`config.mk`:
```
export PLATFORM = sky130hd
export DESIGN_NAME = proc_sequencer
export DESIGN_NICKNAME = d
export VERILOG_FILES = /design/src/rtl/proc_sequencer_pkg.sv /design/src/rtl/proc_sequencer_sat_counter.sv /design/src/rtl/proc_sequencer.sv
export SDC_FILE = /design/constraint.sdc
export NUM_CORES = 1
export LEC_CHECK = 0
export BUFFER_PORTS_ARGS = -buffer_cell sky130_fd_sc_hd__buf_2
export CAP_MARGIN = 20
export CELL_PAD_IN_SITES_DETAIL_PLACEMENT = 0
export CELL_PAD_IN_SITES_GLOBAL_PLACEMENT = 2
export CORE_MARGIN = 8
export CORE_UTILIZATION = 30
export CTS_CLUSTER_SIZE = 30
export DETAILED_ROUTE_END_ITERATION = 12
export PLACE_DENSITY_LB_ADDON = 0.1
export SYNTH_ARGS = -nofsm -noshare
export SYNTH_HDL_FRONTEND = slang
export SYNTH_SLANG_ARGS = --single-unit
```
`constraint.sdc`:
```
create_clock -name clk -period 2.2 [get_ports clk]
set_clock_uncertainty 0.05 [all_clocks]
set_input_delay 0.44 -clock clk [delete_from_list [all_inputs] [get_ports clk]]
set_output_delay 0.44 -clock clk [all_outputs]
set_load 0.02 [all_outputs]
```
`src/rtl/proc_sequencer_pkg.sv`:
```
// Shared types and constants for the multi-cycle processor sequencer.
package proc_sequencer_pkg;

    typedef enum logic [2:0] {
        IDLE,
        FETCH,
        EXEC,
        MEMWAIT,
        WB,
        DONE
    } seq_state_t;

    localparam int unsigned DEFAULT_TIMEOUT = 32'h0000_FFF0;
    localparam int          WAIT_W          = 3;

endpackage

```
`src/rtl/proc_sequencer_sat_counter.sv`:
```
// Up-counter that clears on demand and sticks at all-ones instead of wrapping.
module sat_counter #(
    parameter int W = 16
) (
    input  logic         clk,
    input  logic         rst_n,
    input  logic         clr,
    input  logic         inc,
    output logic [W-1:0] q
);

    // NOTE: sequential state uses non-blocking assignments and an asynchronous reset branch.
    always_ff @(posedge clk or negedge rst_n) begin
        if (!rst_n) begin
            q <= '0;
        end else if (clr) begin
            q <= '0;
        end else if (inc && (q != '1)) begin
            q <= q + 1'b1;
        end
    end

endmodule

```
`src/rtl/proc_sequencer.sv`:
```
// Multi-cycle instruction sequencer: FETCH -> EXEC [-> MEMWAIT -> WB], start/done handshake,
// watchdog stop and saturating cycle/instruction counters.
module proc_sequencer
    import proc_sequencer_pkg::*;
#(
    parameter int          CNT_W    = 16,
    parameter int          LOAD_LAT = 1,
    parameter int unsigned TIMEOUT  = DEFAULT_TIMEOUT
) (
    input  logic             clk,
    input  logic             rst_n,
    input  logic             start,
    input  logic             reg_wr_en,
    input  logic             mem_wr_en,
    input  logic             load_inst,
    input  logic             ack,
    output logic             pc_init,
    output logic             pc_adv,
    output logic             ir_load,
    output logic             reg_wr_strobe,
    output logic             mem_wr_strobe,
    output logic             done,
    output logic             timeout,
    output logic [CNT_W-1:0] cycle_count,
    output logic [CNT_W-1:0] inst_count
);

    localparam logic [WAIT_W-1:0] WAIT_INIT =
        (LOAD_LAT > 0) ? WAIT_W'(LOAD_LAT - 1) : '0;

    seq_state_t        state;
    logic [WAIT_W-1:0] wait_cnt;
    logic              timeout_q;
    logic              active;
    logic              wd_fire;
    logic              run_start;

    assign active    = (state == FETCH) || (state == EXEC) || (state == MEMWAIT) || (state == WB);
    // The watchdog only watches a live run, so a frozen count in IDLE/DONE never re-triggers it.
    assign wd_fire   = active && (cycle_count == CNT_W'(TIMEOUT));
    assign run_start = (state == IDLE) && start;
    assign done      = (state == DONE);
    assign timeout   = timeout_q;

    // NOTE: every output gets a default before the case, so no latch can be inferred.
    always_comb begin
        pc_init       = 1'b0;
        pc_adv        = 1'b0;
        ir_load       = 1'b0;
        reg_wr_strobe = 1'b0;
        mem_wr_strobe = 1'b0;
        if (!wd_fire) begin
            case (state)
                IDLE:  pc_init = start & rst_n;
                FETCH: ir_load = 1'b1;
                EXEC: begin
                    if (!ack && !load_inst) begin
                        pc_adv        = 1'b1;
                        reg_wr_strobe = reg_wr_en;
                        mem_wr_strobe = mem_wr_en;
                    end
                end
                WB: begin
                    pc_adv        = 1'b1;
                    reg_wr_strobe = 1'b1;
                end
                default: ;
            endcase
        end
    end

    always_ff @(posedge clk or negedge rst_n) begin
        if (!rst_n) begin
            state     <= IDLE;
            wait_cnt  <= '0;
            timeout_q <= 1'b0;
        end else if (wd_fire) begin
            state     <= DONE;
            timeout_q <= 1'b1;
        end else begin
            case (state)
                IDLE: begin
                    if (start) begin
                        state     <= FETCH;
                        timeout_q <= 1'b0;
                    end
                end
                FETCH: state <= EXEC;
                EXEC: begin
                    if (ack) begin
                        state <= DONE;
                    end else if (load_inst) begin
                        wait_cnt <= WAIT_INIT;
                        state    <= (LOAD_LAT > 0) ? MEMWAIT : WB;
                    end else begin
                        state <= FETCH;
                    end
                end
                MEMWAIT: begin
                    if (wait_cnt == '0) begin
                        state <= WB;
                    end else begin
                        wait_cnt <= wait_cnt - WAIT_W'(1);
                    end
                end
                WB:   state <= FETCH;
                DONE: begin
                    if (!start) begin
                        state <= IDLE;
                    end
                end
                default: state <= IDLE;
            endcase
        end
    end

    sat_counter #(.W(CNT_W)) u_cycle_cnt (
        .clk   (clk),
        .rst_n (rst_n),
        .clr   (run_start),
        .inc   (active && !wd_fire),
        .q     (cycle_count)
    );

    sat_counter #(.W(CNT_W)) u_inst_cnt (
        .clk   (clk),
        .rst_n (rst_n),
        .clr   (run_start),
        .inc   (pc_adv),
        .q     (inst_count)
    );

endmodule

```
==> Yosys cells after proc, flatten, opt, wreduce, memory -nomap -nowiden <==
Cells that the tools add are included.
W data, S select, Z words.
{ "totals": {"regBits": 39, "in_bits": 7, "word_cells": 77, "out_inout_bits": 39} }
{ "op_classes": {"add_sub_neg": 3, "n_mux": 31, "reduce_logical": 22, "bitwise": 2, "eq_ne": 14} }
{ "op_table": {"columns": ["cell", "n"], "rows": [
  ["$mux W16", 4],
  ["$add A16 B1 Y16 const B", 2],
  ["$ne A16 B16 Y1 const B", 2],
  ["$mux W3", 8],
  ["$pmux W3 S6", 1],
  ["$eq A16 B16 Y1 const B", 1],
  ["$mux W1", 14],
  ["$reduce_bool A2 Y1", 5],
  ["$eq A3 B2 Y1 const B", 2],
  ["$eq A3 B3 Y1 const B", 2],
  ["$logic_and A1 B1 Y1", 6],
  ["$logic_not A3 Y1", 2],
  ["$ne A2 B2 Y1 const B", 3],
  ["$ne A3 B2 Y1 const B", 2],
  ["$pmux W3 S2", 1],
  ["$reduce_and A5 Y1", 1],
  ["$pmux W1 S2", 2],
  ["$eq A3 B1 Y1 const B", 1],
  ["$logic_not A1 Y1", 3],
  ["$logic_or A1 B1 Y1", 3],
  ["$ne A3 B3 Y1 const B", 1],
  ["$reduce_and A3 Y1", 1],
  ["$sub A3 B1 Y3 const B", 1],
  ["$mux W2", 1],
  ["3 further kinds", 3]
]} }

==> Longest topological paths before layout <==
{ "depth": {"word_depth": 10, "depth_mapped": 8, "depth_no_buf": 8} }

==> By module <==
A second synthesis with hierarchy kept.
{ "hier_totals": {"cells_unflattened": 263, "hier_area_um2": 2461.1} }
{ "by_module_without_submodules": {"columns": ["module", "seq_area_each_um2", "cells_per_inst", "n_inst", "area_per_inst_um2"], "rows": [
  ["sat_counter", 400.4, 98, 2, 942.2],
  ["proc_sequencer", 175.2, 67, 1, 576.8]
]} }

==> Worst setup path before layout <==
OpenSTA, ideal clock, no wires.
{ "synth_timing": {"kind": "register to register", "startpoint": "register u_inst_cnt.q[0]", "endpoint": "register u_inst_cnt.q[7]", "setup_ns": 0.120, "arrival_time_ns": 2.039, "slack_ns": -0.009, "synth_period_minus_slack_ns": 2.209, "stages_incl_launch_ff": 9, "path_cell_list": "dfrtp_1 > ha_1 > and3_1 > clkbuf_2 > and4_1 > buf_2 > a2111oi_4 > a31oi_1 > a41o_1"} }
{ "synth_via": {"elab_chain_cells": 3} }
{ "synth_lines": {"columns": ["item", "line", "text"], "rows": [
  ["start, declared", "proc_sequencer_sat_counter.sv:9", "output logic [W-1:0] q"],
  ["start signal, assigned", "proc_sequencer_sat_counter.sv:19", "q <= q + 1'b1;"],
  ["$add A16 B1 Y16 / $ne A16 B16 Y1 (equally long branches)", "proc_sequencer_sat_counter.sv:19, proc_sequencer_sat_counter.sv:18", null],
  ["$mux W16 / $logic_and A1 B1 Y1 (equally long branches)", "proc_sequencer_sat_counter.sv:18", "end else if (inc && (q != '1)) begin"],
  ["$mux W16 / $reduce_bool A2 Y1 (equally long branches)", null, null]
]} }
Several ways; a longest one is shown, not always the timed one. The select of a mux whose other input is x is not followed.
A chain may end at the register's enable or synchronous reset.

==> Worst setup path after layout <==
{ "layout_timing": {"startpoint": "register u_cycle_cnt.q[1]", "endpoint": "output mem_wr_strobe"} }
{ "layout_via": {"elab_chain_cells": 3} }
{ "layout_lines": {"columns": ["item", "line", "text"], "rows": [
  ["start, declared", "proc_sequencer_sat_counter.sv:9", null],
  ["start signal, assigned", "proc_sequencer_sat_counter.sv:19", null],
  ["$eq A16 B16 Y1", "proc_sequencer.sv:40", "assign wd_fire = active && (cycle_count == CNT_W'(TIMEOUT));"],
  ["$logic_and A1 B1 Y1", "proc_sequencer.sv:40", null],
  ["$mux W1", "proc_sequencer.sv:52", "if (!wd_fire) begin"],
  ["end, declared", "proc_sequencer.sv:21", "output logic mem_wr_strobe,"]
]} }
No other way between the ends.

==> results.sh <==
export IMPL_slew_headroom_pct=64.6
export IMPL_combPwrFrac_pct=47.8
export IMPL_yosysTopAreaCell="dfrtp_1"
export IMPL_firstDrtPassIters=5
export IMPL_rsz0062_at_grt="true"
export IMPL_outcome="finished with violations"
export IMPL_row_count=32
export IMPL_finalSetupViolCount=4
export IMPL_die_x_um=104
export IMPL_portBuffers=45
export IMPL_m1WireLength_mm=3.44
export IMPL_internal_power_mw=1.69
export IMPL_cts_hold_buf=0
export IMPL_cpLargestDelayFamily="simple AND/OR/NAND/NOR gates"
export IMPL_violations="setup timing"
export IMPL_diodes=0
export IMPL_hpwl_mm=4.76
export IMPL_yosys_warnings=0
export IMPL_finalWirelength_mm=6.71
export IMPL_synthTopCellsByArea="dfrtp_1 42%, nand2_1 6.2%, mux2i_1 4.3%"
export IMPL_core_area_um2=7610
export IMPL_multi_input_area_um2=1370
export IMPL_layout_area_seq_um2=978
export IMPL_cp_arrival_ps=1870
export IMPL_htree_levels=2
export IMPL_cts_buffers=5
export IMPL_synth_top_area_share_pct=42.1
export IMPL_nets=336
export IMPL_async_flop_share_pct=100
export IMPL_hold_ws_ps=222
export IMPL_clockBufferDepth=2
export IMPL_worstReg2RegStart="u_cycle_cnt.q[1]"
export IMPL_routed_top_layer="met4"
export IMPL_grt_pass1_wl_mm=11.3
export IMPL_utilization_pct=40.6
export IMPL_clk_pin_slew_ps=80
export IMPL_hp_class="input port to asynchronous set/reset pin"
export IMPL_path_class="register to primary output"
export IMPL_grt_max_degree=40
export IMPL_first_iter_violations=50
export IMPL_syn_area_per_cell_um2=9.27
export IMPL_areaGrowthSynthToFinish_pct=33.4
export IMPL_drive_gt1_share_pct=36.9
export IMPL_ant_nets=0
export IMPL_grt_pass1_vias=2140
export IMPL_pin_count=46
export IMPL_path_depth=7
export IMPL_period_needed_ps=2360
export IMPL_syn_nets=262
export IMPL_maxCapViolCount=0
export IMPL_start_util_pct=30.5
export IMPL_final_common_cell="buf_2"
export IMPL_track_usage_pct=12.6
export IMPL_crit_slowest_cell="dfrtp_1"
export IMPL_rr_endpoint="u_inst_cnt.q[8]"
export IMPL_grt_ovfl_total=0
export IMPL_cp_num_buf_inv=3
export IMPL_antenna_found_initial=0
export IMPL_die_y_um=104
export IMPL_startpoint="u_cycle_cnt.q[1]"
export IMPL_gp_congestion=0.740
export IMPL_synth_edff_count=0
export IMPL_start_kind="register"
export IMPL_place_ws_ps=22.4
export IMPL_fmax_ghz=0.423
export IMPL_leakage_nw=1.52
export IMPL_layout_common_cells="41 x buf_2, 38 x nand2_1, 37 x dfrtp_1"
export IMPL_slew_viol_final=0
export IMPL_fin_crit_sh_pct=107
export IMPL_worstPathCellList="inv_2 -> ha_4 -> nor4bb_4 -> buf_4 -> nand4_1 -> and4b_1 -> buf_6"
export IMPL_cts_root_buf="clkbuf_8"
export IMPL_vias=2080
export IMPL_powerDensity_nw_per_um2=932
export IMPL_vdd_drop_max_mv=0.464
export IMPL_ys_ff_latch=39
export IMPL_worstSetupEndpointType="primary output"
export IMPL_sw_frac_of_total_pct=41.5
export IMPL_cp_data_required_time_ps=1710
export IMPL_reg2reg_slack_ps=30
export IMPL_die_area_um2=10800
export IMPL_syn_area_um2=2320
export IMPL_p_sw_mw=1.19
export IMPL_syn_inst=250
export IMPL_wl_met2_mm=3.02
export IMPL_wl_per_cell_um=15.7
export IMPL_synth_cell_type_count=47
export IMPL_p_seq_share_pct=34.4
export IMPL_synth_ff_type="dfrtp_1"
export IMPL_hold_viol_final=0
export IMPL_drc=0
export IMPL_max_stage_delay_ps=390
export IMPL_fillCellCount=831
export IMPL_wl_met3_um=214
export IMPL_viasPerCell=4.87
export IMPL_synth_seq_area_share_pct=42.1
export IMPL_clock_sinks=39
export IMPL_clockPowerShare_pct=17.8
export IMPL_setup_tns_ps=-588
export IMPL_clk_insertion_delay_late_ps=300
export IMPL_tightest_slew_ps=531
export IMPL_worst_slack_ps=-164
export IMPL_critPathMaxFanout=4
export IMPL_cts_tree="built"
export IMPL_reg2reg_depth=11
==> cell families after synthesis <==
kind of cell,after synthesis,share of synthesized area (%)
and+or+nand+nor,123,28.0
DFF,39,42.1
buffers and inverters,16,3.46
muxes,10,4.32
AOI/OAI and AO/OA,45,14.9
adders and majority gates,5,2.70
xor gates and xnor gates,12,4.54
==> Yosys cell counts (2+ instances only) <==
library cell	instances
a21oi_1	9
a31o_2	3
a31oi_1	2
a41o_1	2
and2_1	4
and3_1	5
and4_1	5
and4_4	2
buf_2	3
buf_6	2
clkbuf_1	5
dfrtp_1	39
ha_1	5
inv_1	5
mux2i_1	10
nand2_1	38
nand3_1	12
nand4_1	8
nor2_1	22
nor3_1	5
nor3b_1	2
nor4_1	2
nor4b_1	3
nor4bb_1	2
o211ai_1	5
o21ai_0	10
o31ai_1	4
or2_2	5
or3_1	3
xnor2_1	5
xor2_1	7
==> power groups by stage <==
stage | Sequential (mW) | Combinational (mW) | Clock [mW]
final | 0.991 | 1.38 | 0.513
after global routing | 1.01 | 1.52 | 0.570
after floorplan | 1.08 | 0.649 | 0
after detailed placement | 0.996 | 1.19 | 0
after CTS | 0.992 | 1.26 | 0.539
after global placement | 0.994 | 1.17 | 0
==> registers in the layout, indices dropped and copies added, names as in the netlist <==
| name | cells |
|---|---|
| state | 3 |
| timeout | 1 |
| u_cycle_cnt.q | 16 |
| u_inst_cnt.q | 16 |
| wait_cnt | 3 |
==> per-stage QoR <==
step | power (mW) | std cells | area (um2)
6_report | 2.88 | 427 | 3090
5_1_grt | 3.10 | 427 | 3090
4_1_cts | 2.79 | 420 | 2970
3_5_place_dp | 2.18 | 410 | 2800
3_3_place_gp | 2.17 | 410 | 2800
2_1_floorplan | 1.73 | 250 | 2320
==> how the worst max path moves through the flow <==
| stage | end | slack, ps |
|---|---|---|
| after floorplan | reg_wr_strobe | 5 |
| after global placement | mem_wr_strobe | 20 |
| after detailed placement | u_inst_cnt.q[7] | 20 |
| after CTS | mem_wr_strobe | -160 |
| after global routing | mem_wr_strobe | -270 |
| final | mem_wr_strobe | -160 |
==> timing repair <==
| action | CTS | global route |
|---|---|---|
| resized for setup | 15 | 15 |
| pin swaps | 3 | 8 |
| endpoints found under the hold margin | 0 | 0 |
| setup buffers | 2 | 9 |
| endpoints found under the setup margin | 4 | 16 |
==> metal layers <==
layer  up-vias  track usage [%]
met2        30             19.3
li1       1052                -
met1       996             17.5
met4         0             3.41
met3         2             2.66
met5         -                0
==> cell type report <==
cell class	instances	area share, %
clock inverter	3	0.769
sequential	39	31.6
multi-input combinational	195	44.2
timing repair buffer	78	16.4
clock buffer	5	2.23
tap	102	4.13
inverter	5	0.607
No activity file was read; power rests on OpenSTA's default activity.
